$ cat src/rtl/ssd_capture_pkg.sv
`default_nettype none
// ============================================================================
// Module      : ssd_capture_pkg
// Description : Shared constants, FSM encoding and small helpers for the
//               seven-segment bus capture block.
// Revision    : 1.0 - initial release
// ============================================================================
package ssd_capture_pkg;

    // Number of multiplexed digits on the display bus (shared with ssd).
    localparam int DIGITS = 4;

    // Width of one digit pattern {dp,g,f,e,d,c,b,a}.
    localparam int SEG_W = 8;

    // Capture FSM states.
    typedef enum logic [1:0] {
        ST_IDLE   = 2'd0,
        ST_SETTLE = 2'd1,
        ST_HOLD   = 2'd2
    } cap_state_e;

    // Number of set bits in a 4-bit anode vector.
    function automatic logic [2:0] popcount4(input logic [3:0] v);
        popcount4 = 3'(v[0]) + 3'(v[1]) + 3'(v[2]) + 3'(v[3]);
    endfunction

    // Index of the set bit of a one-hot 4-bit anode vector.
    function automatic logic [1:0] onehot_idx4(input logic [3:0] v);
        case (v)
            4'b0010: onehot_idx4 = 2'd1;
            4'b0100: onehot_idx4 = 2'd2;
            4'b1000: onehot_idx4 = 2'd3;
            default: onehot_idx4 = 2'd0;
        endcase
    endfunction

endpackage
`default_nettype wire

$ cat src/rtl/ssd_sync2.sv
`default_nettype none
// ============================================================================
// Module      : ssd_sync2
// Description : Generic N-bit two-flop synchronizer with a parameterised
//               reset value (synchronous, active-low reset).
// Revision    : 1.0 - initial release
// ============================================================================
module ssd_sync2 #(
    parameter int               WIDTH     = 12,
    parameter logic [WIDTH-1:0] RESET_VAL = '0
) (
    input  logic             clk,
    input  logic             rst,
    input  logic [WIDTH-1:0] i_d,
    output logic [WIDTH-1:0] o_q
);

    logic [WIDTH-1:0] r_meta_q;
    logic [WIDTH-1:0] r_sync_q;

    // Two-stage resynchronisation of the raw bus into the clk domain.
    always_ff @(posedge clk) begin
        if (!rst) begin
            r_meta_q <= RESET_VAL;
            r_sync_q <= RESET_VAL;
        end else begin
            r_meta_q <= i_d;
            r_sync_q <= r_meta_q;
        end
    end

    assign o_q = r_sync_q;

endmodule
`default_nettype wire

$ cat src/rtl/ssd_capture.sv
`default_nettype none
// ============================================================================
// Module      : ssd_capture
// Description : Receive side of the four-digit multiplexed seven-segment
//               bus. Waits for each enabled digit to be stable, rebuilds the
//               four digit patterns (stored lit-high) and reports frame
//               completion, value changes, multi-anode faults and timeouts.
// Revision    : 1.0 - initial release
// ============================================================================
module ssd_capture
    import ssd_capture_pkg::*;
#(
    parameter int SETTLE_CYCLES  = 4,
    parameter int TIMEOUT_CYCLES = 2**20,
    parameter bit ANODE_ACT_LOW  = 1'b1,
    parameter bit SEG_ACT_LOW    = 1'b1
) (
    input  logic              clk,
    input  logic              rst,
    input  logic [SEG_W-1:0]  seven,
    input  logic [DIGITS-1:0] segment,
    output logic [SEG_W-1:0]  disp0,
    output logic [SEG_W-1:0]  disp1,
    output logic [SEG_W-1:0]  disp2,
    output logic [SEG_W-1:0]  disp3,
    output logic [DIGITS-1:0] digit_vld,
    output logic              frame_done,
    output logic              changed,
    output logic              multi_err,
    output logic              stale
);

    localparam int c_BUS_W = DIGITS + SEG_W;
    localparam int c_CNT_W = (SETTLE_CYCLES > 2) ? $clog2(SETTLE_CYCLES) : 1;
    localparam int c_TO_W  = $clog2(TIMEOUT_CYCLES + 1);

    localparam logic [c_CNT_W-1:0] c_CNT_ZERO = '0;
    localparam logic [c_CNT_W-1:0] c_CNT_ONE  = c_CNT_W'(1);
    localparam logic [c_CNT_W-1:0] c_CNT_LAST = c_CNT_W'(SETTLE_CYCLES - 1);
    localparam logic [c_TO_W-1:0]  c_TO_ONE   = c_TO_W'(1);
    localparam logic [c_TO_W-1:0]  c_TO_MAX   = c_TO_W'(TIMEOUT_CYCLES);

    // Raw-bus value that normalises to "no anode, nothing lit"; the
    // synchronizer resets to it so a reset never looks like bus activity.
    localparam logic [DIGITS-1:0] c_AN_IDLE  = ANODE_ACT_LOW ? {DIGITS{1'b1}} : {DIGITS{1'b0}};
    localparam logic [SEG_W-1:0]  c_SEG_IDLE = SEG_ACT_LOW ? {SEG_W{1'b1}} : {SEG_W{1'b0}};
    localparam logic [c_BUS_W-1:0] c_SYNC_RST = {c_AN_IDLE, c_SEG_IDLE};

    // ------------------------------------------------------------------
    // Synchronised and normalised bus
    // ------------------------------------------------------------------
    logic [c_BUS_W-1:0] w_sync;
    logic [DIGITS-1:0]  w_an;
    logic [SEG_W-1:0]   w_pat;
    logic [c_BUS_W-1:0] w_bus;
    logic               w_bus_chg;

    ssd_sync2 #(
        .WIDTH     (c_BUS_W),
        .RESET_VAL (c_SYNC_RST)
    ) u_sync (
        .clk (clk),
        .rst (rst),
        .i_d ({segment, seven}),
        .o_q (w_sync)
    );

    assign w_an  = ANODE_ACT_LOW ? ~w_sync[c_BUS_W-1:SEG_W] : w_sync[c_BUS_W-1:SEG_W];
    assign w_pat = SEG_ACT_LOW   ? ~w_sync[SEG_W-1:0]       : w_sync[SEG_W-1:0];
    assign w_bus = {w_an, w_pat};

    // ------------------------------------------------------------------
    // State and storage
    // ------------------------------------------------------------------
    cap_state_e                     r_state_q, w_state_d;
    logic [c_CNT_W-1:0]             r_cnt_q,   w_cnt_d;
    logic [c_BUS_W-1:0]             r_prev_q;
    logic [DIGITS-1:0][SEG_W-1:0]   r_disp_q,  w_disp_d;
    logic [DIGITS-1:0]              r_vld_q,   w_vld_d;
    logic [DIGITS-1:0]              r_mask_q,  w_mask_d;
    logic                           r_frame_q, w_frame_d;
    logic                           r_chg_q,   w_chg_d;
    logic                           r_multi_q, w_multi_d;
    logic [c_TO_W-1:0]              r_to_q,    w_to_d;

    logic                           w_cap_en;
    logic                           w_multi_set;
    logic [1:0]                     w_cap_idx;
    logic [DIGITS-1:0]              w_cap_bit;
    logic [DIGITS-1:0]              w_mask_or;

    assign w_bus_chg = (w_bus != r_prev_q);
    assign w_cap_idx = onehot_idx4(w_an);
    assign w_cap_bit = DIGITS'(1) << w_cap_idx;
    assign w_mask_or = r_mask_q | w_cap_bit;

    // FSM state, settle counter and previous-bus register.
    always_ff @(posedge clk) begin
        if (!rst) begin
            r_state_q <= ST_IDLE;
            r_cnt_q   <= c_CNT_ZERO;
            r_prev_q  <= '0;
        end else begin
            r_state_q <= w_state_d;
            r_cnt_q   <= w_cnt_d;
            r_prev_q  <= w_bus;
        end
    end

    // Next state: wait for a stable bus, then decide capture / fault / idle.
    // The settle count includes the cycle on which the new value is first
    // seen, so an exit happens after SETTLE_CYCLES unchanged cycles. The
    // anode class is evaluated at exit time: the bus is unchanged across the
    // whole settle window, so it matches the class seen on entry.
    always_comb begin
        w_state_d   = r_state_q;
        w_cnt_d     = r_cnt_q;
        w_cap_en    = 1'b0;
        w_multi_set = 1'b0;
        case (r_state_q)
            ST_IDLE: begin
                if (w_an != '0) begin
                    w_state_d = ST_SETTLE;
                    w_cnt_d   = c_CNT_ONE;
                end
            end
            ST_SETTLE: begin
                if (w_bus_chg) begin
                    w_cnt_d = c_CNT_ONE;
                end else if (r_cnt_q == c_CNT_LAST) begin
                    w_cnt_d = c_CNT_ZERO;
                    if (w_an == '0) begin
                        w_state_d = ST_IDLE;
                    end else if (popcount4(w_an) == 3'd1) begin
                        w_cap_en  = 1'b1;
                        w_state_d = ST_HOLD;
                    end else begin
                        w_multi_set = 1'b1;
                        w_state_d   = ST_HOLD;
                    end
                end else begin
                    w_cnt_d = r_cnt_q + c_CNT_ONE;
                end
            end
            ST_HOLD: begin
                if (w_bus_chg) begin
                    w_state_d = ST_SETTLE;
                    w_cnt_d   = c_CNT_ONE;
                end
            end
            default: begin
                w_state_d = ST_IDLE;
                w_cnt_d   = c_CNT_ZERO;
            end
        endcase
    end

    // Capture datapath: digit store, valid bits, frame mask, pulses, timeout.
    always_comb begin
        w_disp_d  = r_disp_q;
        w_vld_d   = r_vld_q;
        w_mask_d  = r_mask_q;
        w_frame_d = 1'b0;
        w_chg_d   = 1'b0;
        w_multi_d = r_multi_q | w_multi_set;
        w_to_d    = (r_to_q == c_TO_MAX) ? r_to_q : (r_to_q + c_TO_ONE);
        if (w_cap_en) begin
            w_disp_d[w_cap_idx] = w_pat;
            w_vld_d             = r_vld_q | w_cap_bit;
            w_chg_d             = (w_pat != r_disp_q[w_cap_idx]);
            w_to_d              = '0;
            if (w_mask_or == {DIGITS{1'b1}}) begin
                w_frame_d = 1'b1;
                w_mask_d  = '0;
            end else begin
                w_mask_d  = w_mask_or;
            end
        end
    end

    // Registered capture results; a reset drops any partial capture.
    always_ff @(posedge clk) begin
        if (!rst) begin
            r_disp_q  <= '0;
            r_vld_q   <= '0;
            r_mask_q  <= '0;
            r_frame_q <= 1'b0;
            r_chg_q   <= 1'b0;
            r_multi_q <= 1'b0;
            r_to_q    <= '0;
        end else begin
            r_disp_q  <= w_disp_d;
            r_vld_q   <= w_vld_d;
            r_mask_q  <= w_mask_d;
            r_frame_q <= w_frame_d;
            r_chg_q   <= w_chg_d;
            r_multi_q <= w_multi_d;
            r_to_q    <= w_to_d;
        end
    end

    assign disp0      = r_disp_q[0];
    assign disp1      = r_disp_q[1];
    assign disp2      = r_disp_q[2];
    assign disp3      = r_disp_q[3];
    assign digit_vld  = r_vld_q;
    assign frame_done = r_frame_q;
    assign changed    = r_chg_q;
    assign multi_err  = r_multi_q;
    assign stale      = (r_to_q == c_TO_MAX);

endmodule
`default_nettype wire

$ cat config.mk
export PLATFORM = sky130hd
export DESIGN_NAME = ssd_capture
export DESIGN_NICKNAME = d
export VERILOG_FILES = /design/src/rtl/ssd_capture_pkg.sv /design/src/rtl/ssd_sync2.sv /design/src/rtl/ssd_capture.sv
export SDC_FILE = /design/constraint.sdc
export NUM_CORES = 1
export LEC_CHECK = 0
export ABC_AREA = 1
export CAP_MARGIN = 20
export CORE_MARGIN = 1.5
export CORE_UTILIZATION = 51
export DETAILED_ROUTE_END_ITERATION = 10
export GPL_TIMING_DRIVEN = 1
export PLACE_DENSITY_LB_ADDON = 0.12
export SLEW_MARGIN = 15
export SYNTH_ARGS = -nofsm -noshare
export SYNTH_HDL_FRONTEND = slang
export SYNTH_HIERARCHICAL = 1
export SYNTH_SLANG_ARGS = --single-unit
$ cat constraint.sdc
create_clock -name clk -period 2.67 [get_ports clk]
set_input_delay 0.801 -clock clk [delete_from_list [all_inputs] [get_ports clk]]
set_output_delay 0.801 -clock clk [all_outputs]
set_load 0.01 [all_outputs]
## Word level (Yosys, flattened, before mapping)

Index checks and enable logic that the tools add are counted.

- Bits in registers: 104
- Latch bits: 0
- RAM bits: 0
- Bits in read-only memories: 0
- Input bits: 14
- Logic and storage cells: 79
- Memories kept: 0

- Add/subtract/negate cells: 5
- Multiply operators: 0
- Divide/modulo/power cells: 0
- $lt $le $gt $ge: 2
- Equality and inequality tests: 15
- Shift operators: 1
- Multiplexer cells: 27
- Bitwise logic cells: 6
- Reduce and logical (&&, ||, !) cells: 8

Operator list:

| kind | count |
|---|---|
| $bwmux 32 | 1 |
| $add 21x1->21 const B | 1 |
| $eq 21x21->1 const B | 1 |
| $pmux 2 s3 | 3 |
| $bmux 8 s2 | 1 |
| $demux 8 s2 | 1 |
| $mux 8 | 2 |
| $mux 2 | 7 |
| $ne 12x12->1 | 1 |
| $mux 1 | 11 |
| $eq 4x4->1 const B | 2 |
| $ne 2x2->1 const B | 4 |
| $ne 8x8->1 | 1 |
| $not 8->8 | 1 |
| $or 4x4->4 | 2 |
| $eq 2x2->1 const B | 2 |
| $eq 4x2->1 const B | 1 |
| $eq 4x3->1 const B | 1 |
| $logic_not 4->1 | 1 |
| $mux 4 | 1 |
| $not 4->4 | 1 |
| $reduce_and 2->1 | 2 |
| $reduce_and 4->1 | 1 |
| $reduce_bool 4->1 | 1 |
| other kinds (14) | 14 |

## Depth between registers and ports, before layout

- Depth in word-level cells: 11
- Mapped depth: 14
- Gate-level depth less buffers: 13

## By module

Netlist, hierarchy kept.

Modules (own cells, without submodules):

| module | instances | cells each | area an instance (sq um) | seq. area each (sq um) |
|---|---|---|---|---|
| ssd_capture | 1 | 659 | 4317.9 | 1601.5 |
| ssd_sync2 | 1 | 74 | 683.2 | 480.5 |

## Least setup slack after synthesis

Ideal clock, no wire load.

- Path kind: reg2reg
- From: register u_sync.r_sync_q[8] (netlist: u_sync/o_q[8])
- To: register r_disp_q, in the netlist disp0[6]
- Arrival time: 2.391 ns
- Required time: 2.558 ns
- Path slack: 0.167 ns
- Stages on the path, launching flop included: 11
- Buffers on the path: 1
- Path through: dfxtp_1 > fa_1 > inv_1 > ha_1 > ha_1 > or3_1 > clkinv_1 > nand4_4 > buf_6 > nor2_2 > nor2_2

- Word-level cells in the longest chain between the ends: 10

Ends and longest elaborated chain:

| what | RTL line | source |
|---|---|---|
| start, declared | ssd_sync2.sv:19 | `logic [WIDTH-1:0] r_sync_q;` |
| start signal, assigned | ssd_sync2.sv:28 | `r_sync_q <= r_meta_q;` |
| $not 4->4 * | ssd_capture.sv:68 | `assign w_an = ANODE_ACT_LOW ? ~w_sync[c_BUS_W-1:SEG_W] : w_sync[c_BUS_W-1:SEG_W];` |
| $add 1x1->2 | ssd_capture_pkg.sv:25 | `popcount4 = 3'(v[0]) + 3'(v[1]) + 3'(v[2]) + 3'(v[3]);` |
| $add 2x1->3 | ssd_capture_pkg.sv:25 |  |
| $add 3x1->3 | ssd_capture_pkg.sv:25 |  |
| $eq 3x1->1 | ssd_capture.sv:134 | `end else if (popcount4(w_an) == 3'd1) begin` |
| $mux 1 | ssd_capture.sv:134 |  |
| $mux 1 | ssd_capture.sv:132 | `if (w_an == '0) begin` |
| $mux 1 | ssd_capture.sv:130 | `end else if (r_cnt_q == c_CNT_LAST) begin` |
| $mux 1 | ssd_capture.sv:128 | `if (w_bus_chg) begin` |
| $mux 1 | ssd_capture.sv:120 | `case (r_state_q)` |
| end signal, assigned | ssd_capture.sv:192 | `r_disp_q <= w_disp_d;` |
| end, declared | ssd_capture.sv:78 | `logic [DIGITS-1:0][SEG_W-1:0] r_disp_q, w_disp_d;` |

Mark *: on every way between the ends. The rest lies on a longest branch, timed or not.
A chain may end at the register's enable or synchronous reset.

## Worst setup path in the final report

- From: register u_sync.r_sync_q[8] (netlist: u_sync/o_q[8])
- To: register r_disp_q, in the netlist disp1[2]

Same word-level chain as after synthesis.

==> flow_summary.json <==
{
  "port_buffers": 53,
  "worst_slack_ns": 0.05575,
  "p_per_area_nw_per_um2": 478.4,
  "r2r_cells": 12,
  "viasPerCell": 4.928,
  "cts_buffers": 9,
  "max_freq_mhz": 382.5,
  "peakVddDrop_mv": 0.3571,
  "cp-end-kind": "flip-flop",
  "final_cells": 930,
  "grt_max_degree": 27,
  "r2r_start": "u_sync/o_q[8]",
  "synth.largest_area_cell": "dfxtp_1",
  "worstHoldStart": "u_sync/r_meta_q[1]",
  "cp_cell_sequence": "fa_1, inv_1, ha_1, ha_1, or3_4, clkinvlp_4, buf_12, buf_4, nand4_2, nand2_1, nand2_1, nor2_1",
  "drtIter0Drc": 196,
  "synth-edff-count": 0,
  "worst_pin_slew_ns": 0.4729,
  "ios": 54,
  "synth.distinct_cells": 37,
  "finalHoldViolCount": 0,
  "path_clk_slew_ns": 0.10,
  "timing.clock.skew_ns": 0.01099,
  "synth.area.top_cells": "dfxtp_1 42%, nand2_1 15%, nor2_1 9.5%",
  "synthesis.area_um2": 5001,
  "period_minus_slack_ns": 2.614,
  "final_layout_size_suffix_gt1_frac": 0.07615,
  "yosys_warnings": 6,
  "synthCells": 733,
  "first_global_vias": 4180,
  "async_flop_share": 0,
  "hold_path_end": "u_sync/o_q[1]",
  "synth_top_flop_cell": "dfxtp_1",
  "status": "finished, final reports clean",
  "grt-ovfl-total": 0,
  "gp_congestion": 0.8698,
  "initial_core_util": 0.5336,
  "clkSinkCount": 104,
  "die_w_um": 102.0,
  "post-place-cells": 905,
  "synth_top_area_share": 0.4163,
  "drt-wirelength-per-cell_um": 12.91,
  "drtAntennaViolNets": 0,
  "critPathLaunchType": "flip-flop",
  "diodes": 0,
  "crit_path_max_incr_delay_ns": 0.53,
  "hp-class": "flip-flop to flip-flop",
  "critPathBufInv": 4,
  "layout.nets": 818,
  "timing.rr.end": "disp1[2]",
  "num_rows": 35,
  "final_util": 0.6364,
  "maxCapViolCount": 0,
  "die_area_um2": 10410,
  "p_leak_nw": 3.083,
  "fin_tns_setup_ns": 0,
  "slew_violations": 0,
  "synth_most_common_cell": "nand2_1",
  "fin_crit_sh": 0.9791,
  "synth-seq-cells": 104,
  "pre_cts_slack_ns": 0.02269,
  "antenna_found_initial": 0,
  "cts-root-buf": "clkbuf_8",
  "wl_mm": 12.01,
  "syn_nets": 755,
  "crit_cells": 12,
  "critPathMaxFanout": 5,
  "core_um2": 9371,
  "cpMaxStageDelayCell": "fa_1",
  "cts_tree": "built",
  "power.total_w": 0.002854,
  "setup_viol": 0,
  "grt_pass1_wl_mm": 19.31,
  "worst_ep_required_time_ns": 2.97,
  "arrival_ns": 2.92,
  "critPathTopFamily": "adder cells",
  "die_h_um": 102.0,
  "clockBufferDepth": 2,
  "vias": 4583,
  "holdPathStages": 2,
  "track_usage": 0.2351,
  "rsz0062_at_grt": "true",
  "firstDrtPassIters": 5,
  "cts_hold_buf": 0,
  "syn_avg_cell_area_um2": 6.823,
  "drc": 0,
  "reg2reg_setup_slack_ns": 0.06,
  "crit_type": "flip-flop to flip-flop",
  "hpwl_mm": 8.238,
  "clk_latency_ns": 0.37,
  "seq_area_frac_synth": 0.4163,
  "ctsHtreeMaxLevel": 3,
  "synth_common_cells": "195 x nand2_1, 127 x nor2_1, 111 x inv_1",
  "area_growth_pct": 19.26,
  "relSlewSlack": 0.6839
}
==> state kept, by name, summed over array words and instances, names as in the netlist, 4 cells and up <==
register	flops
r_to_q	21
r_prev_q	12
u_sync/o_q	12
u_sync/r_meta_q	12
disp0	8
disp1	8
disp2	8
disp3	8
digit_vld	4
r_mask_q	4
==> cells in the final DEF, fill, tap and decap left out, types with 3 or more instances in the layout <==
master,Yosys,final
nor2_1,127,126
nand2_2,3,5
buf_12,0,3
clkinvlp_4,0,3
o21ai_0,10,9
inv_1,111,111
nor2_2,2,3
nor4_1,4,3
clkdlybuf4s50_1,0,51
ha_1,7,7
nand2_1,195,193
dfxtp_1,104,104
buf_4,6,14
a21oi_1,22,22
clkbuf_8,0,9
xor2_1,11,11
nor2_4,3,3
nor3_1,12,12
nand3_1,62,62
xnor2_1,3,3
nand4_4,4,4
nand4_1,10,10
==> cells by family after synthesis <==
logic type,Yosys count,synth area share
AND/OR/NAND/NOR,434,0.3830
buffers and inverters,138,0.1186
flip-flops,104,0.4163
AO/OA/AOI/OAI,35,0.03603
XOR/XNOR,14,0.02452
adder cells (fa/ha/maj),8,0.02152
==> worst max-delay path by stage <==
stage	start	end	slack, ns
after floorplan	u_sync/o_q[8]	disp0[6]	0.17
after global placement	u_sync/o_q[8]	disp2[2]	0.10
after detailed placement	u_sync/o_q[8]	disp0[4]	0.02
after CTS	u_sync/o_q[8]	disp0[1]	0.01
after global routing	u_sync/o_q[8]	disp2[5]	-0.04
final	u_sync/o_q[8]	disp1[2]	0.06
==> worst reg2reg max path, cell delays in order (launching register included) <==
cell,delay (ns)
dfxtp_1,0.34
fa_1,0.53
inv_1,0.04
ha_1,0.18
ha_1,0.27
or3_4,0.40
clkinvlp_4,0.10
buf_12,0.12
buf_4,0.14
nand4_2,0.19
nand2_1,0.11
nand2_1,0.05
nor2_1,0.09
==> layout make-up <==
class	instances	area, um2
fillers	890	3407
multi-input cells	493	2370
flip-flops and latches	104	2082
repair buffers	72	739.5
inverters	116	439.2
well taps	129	161.4
clock buffers	11	131.4
clock inverters	5	41.29
==> per-layer routing <==
metal  share of wire  global-route usage  vias to the layer above
met5               0                   0                        -
met1            0.45              0.2987                     2079
met4           0.015             0.06112                        0
li1                -                   -                     2360
met2            0.49              0.4091                      131
met3           0.054             0.04583                       13
==> timing repair <==
item,in CTS,in global routing
setup endpoints to repair,1,59
buffers inserted,1,4
cloned,0,4
pin swaps,1,3
resized for setup,2,6
==> stage by stage <==
stage / hold WS, ns / cell area [um2]
floorplan: 0.3795 / 5001
global placement: 0.3820 / 5633
detailed placement: 0.3898 / 5633
CTS: 0.4144 / 5818
global route: 0.4338 / 5964
finish: 0.4063 / 5964
==> where the power goes <==
group	switching, W	internal, W	leakage (nW)	total (W)
Sequential	0.0000275	0.00158	0.846	0.00161
Clock	0.000560	0.000347	0.0801	0.000907
Combinational	0.000208	0.000127	2.16	0.000335
Total	0.000795	0.00206	3.08	0.00285
Power figures use the tool's default switching activity.
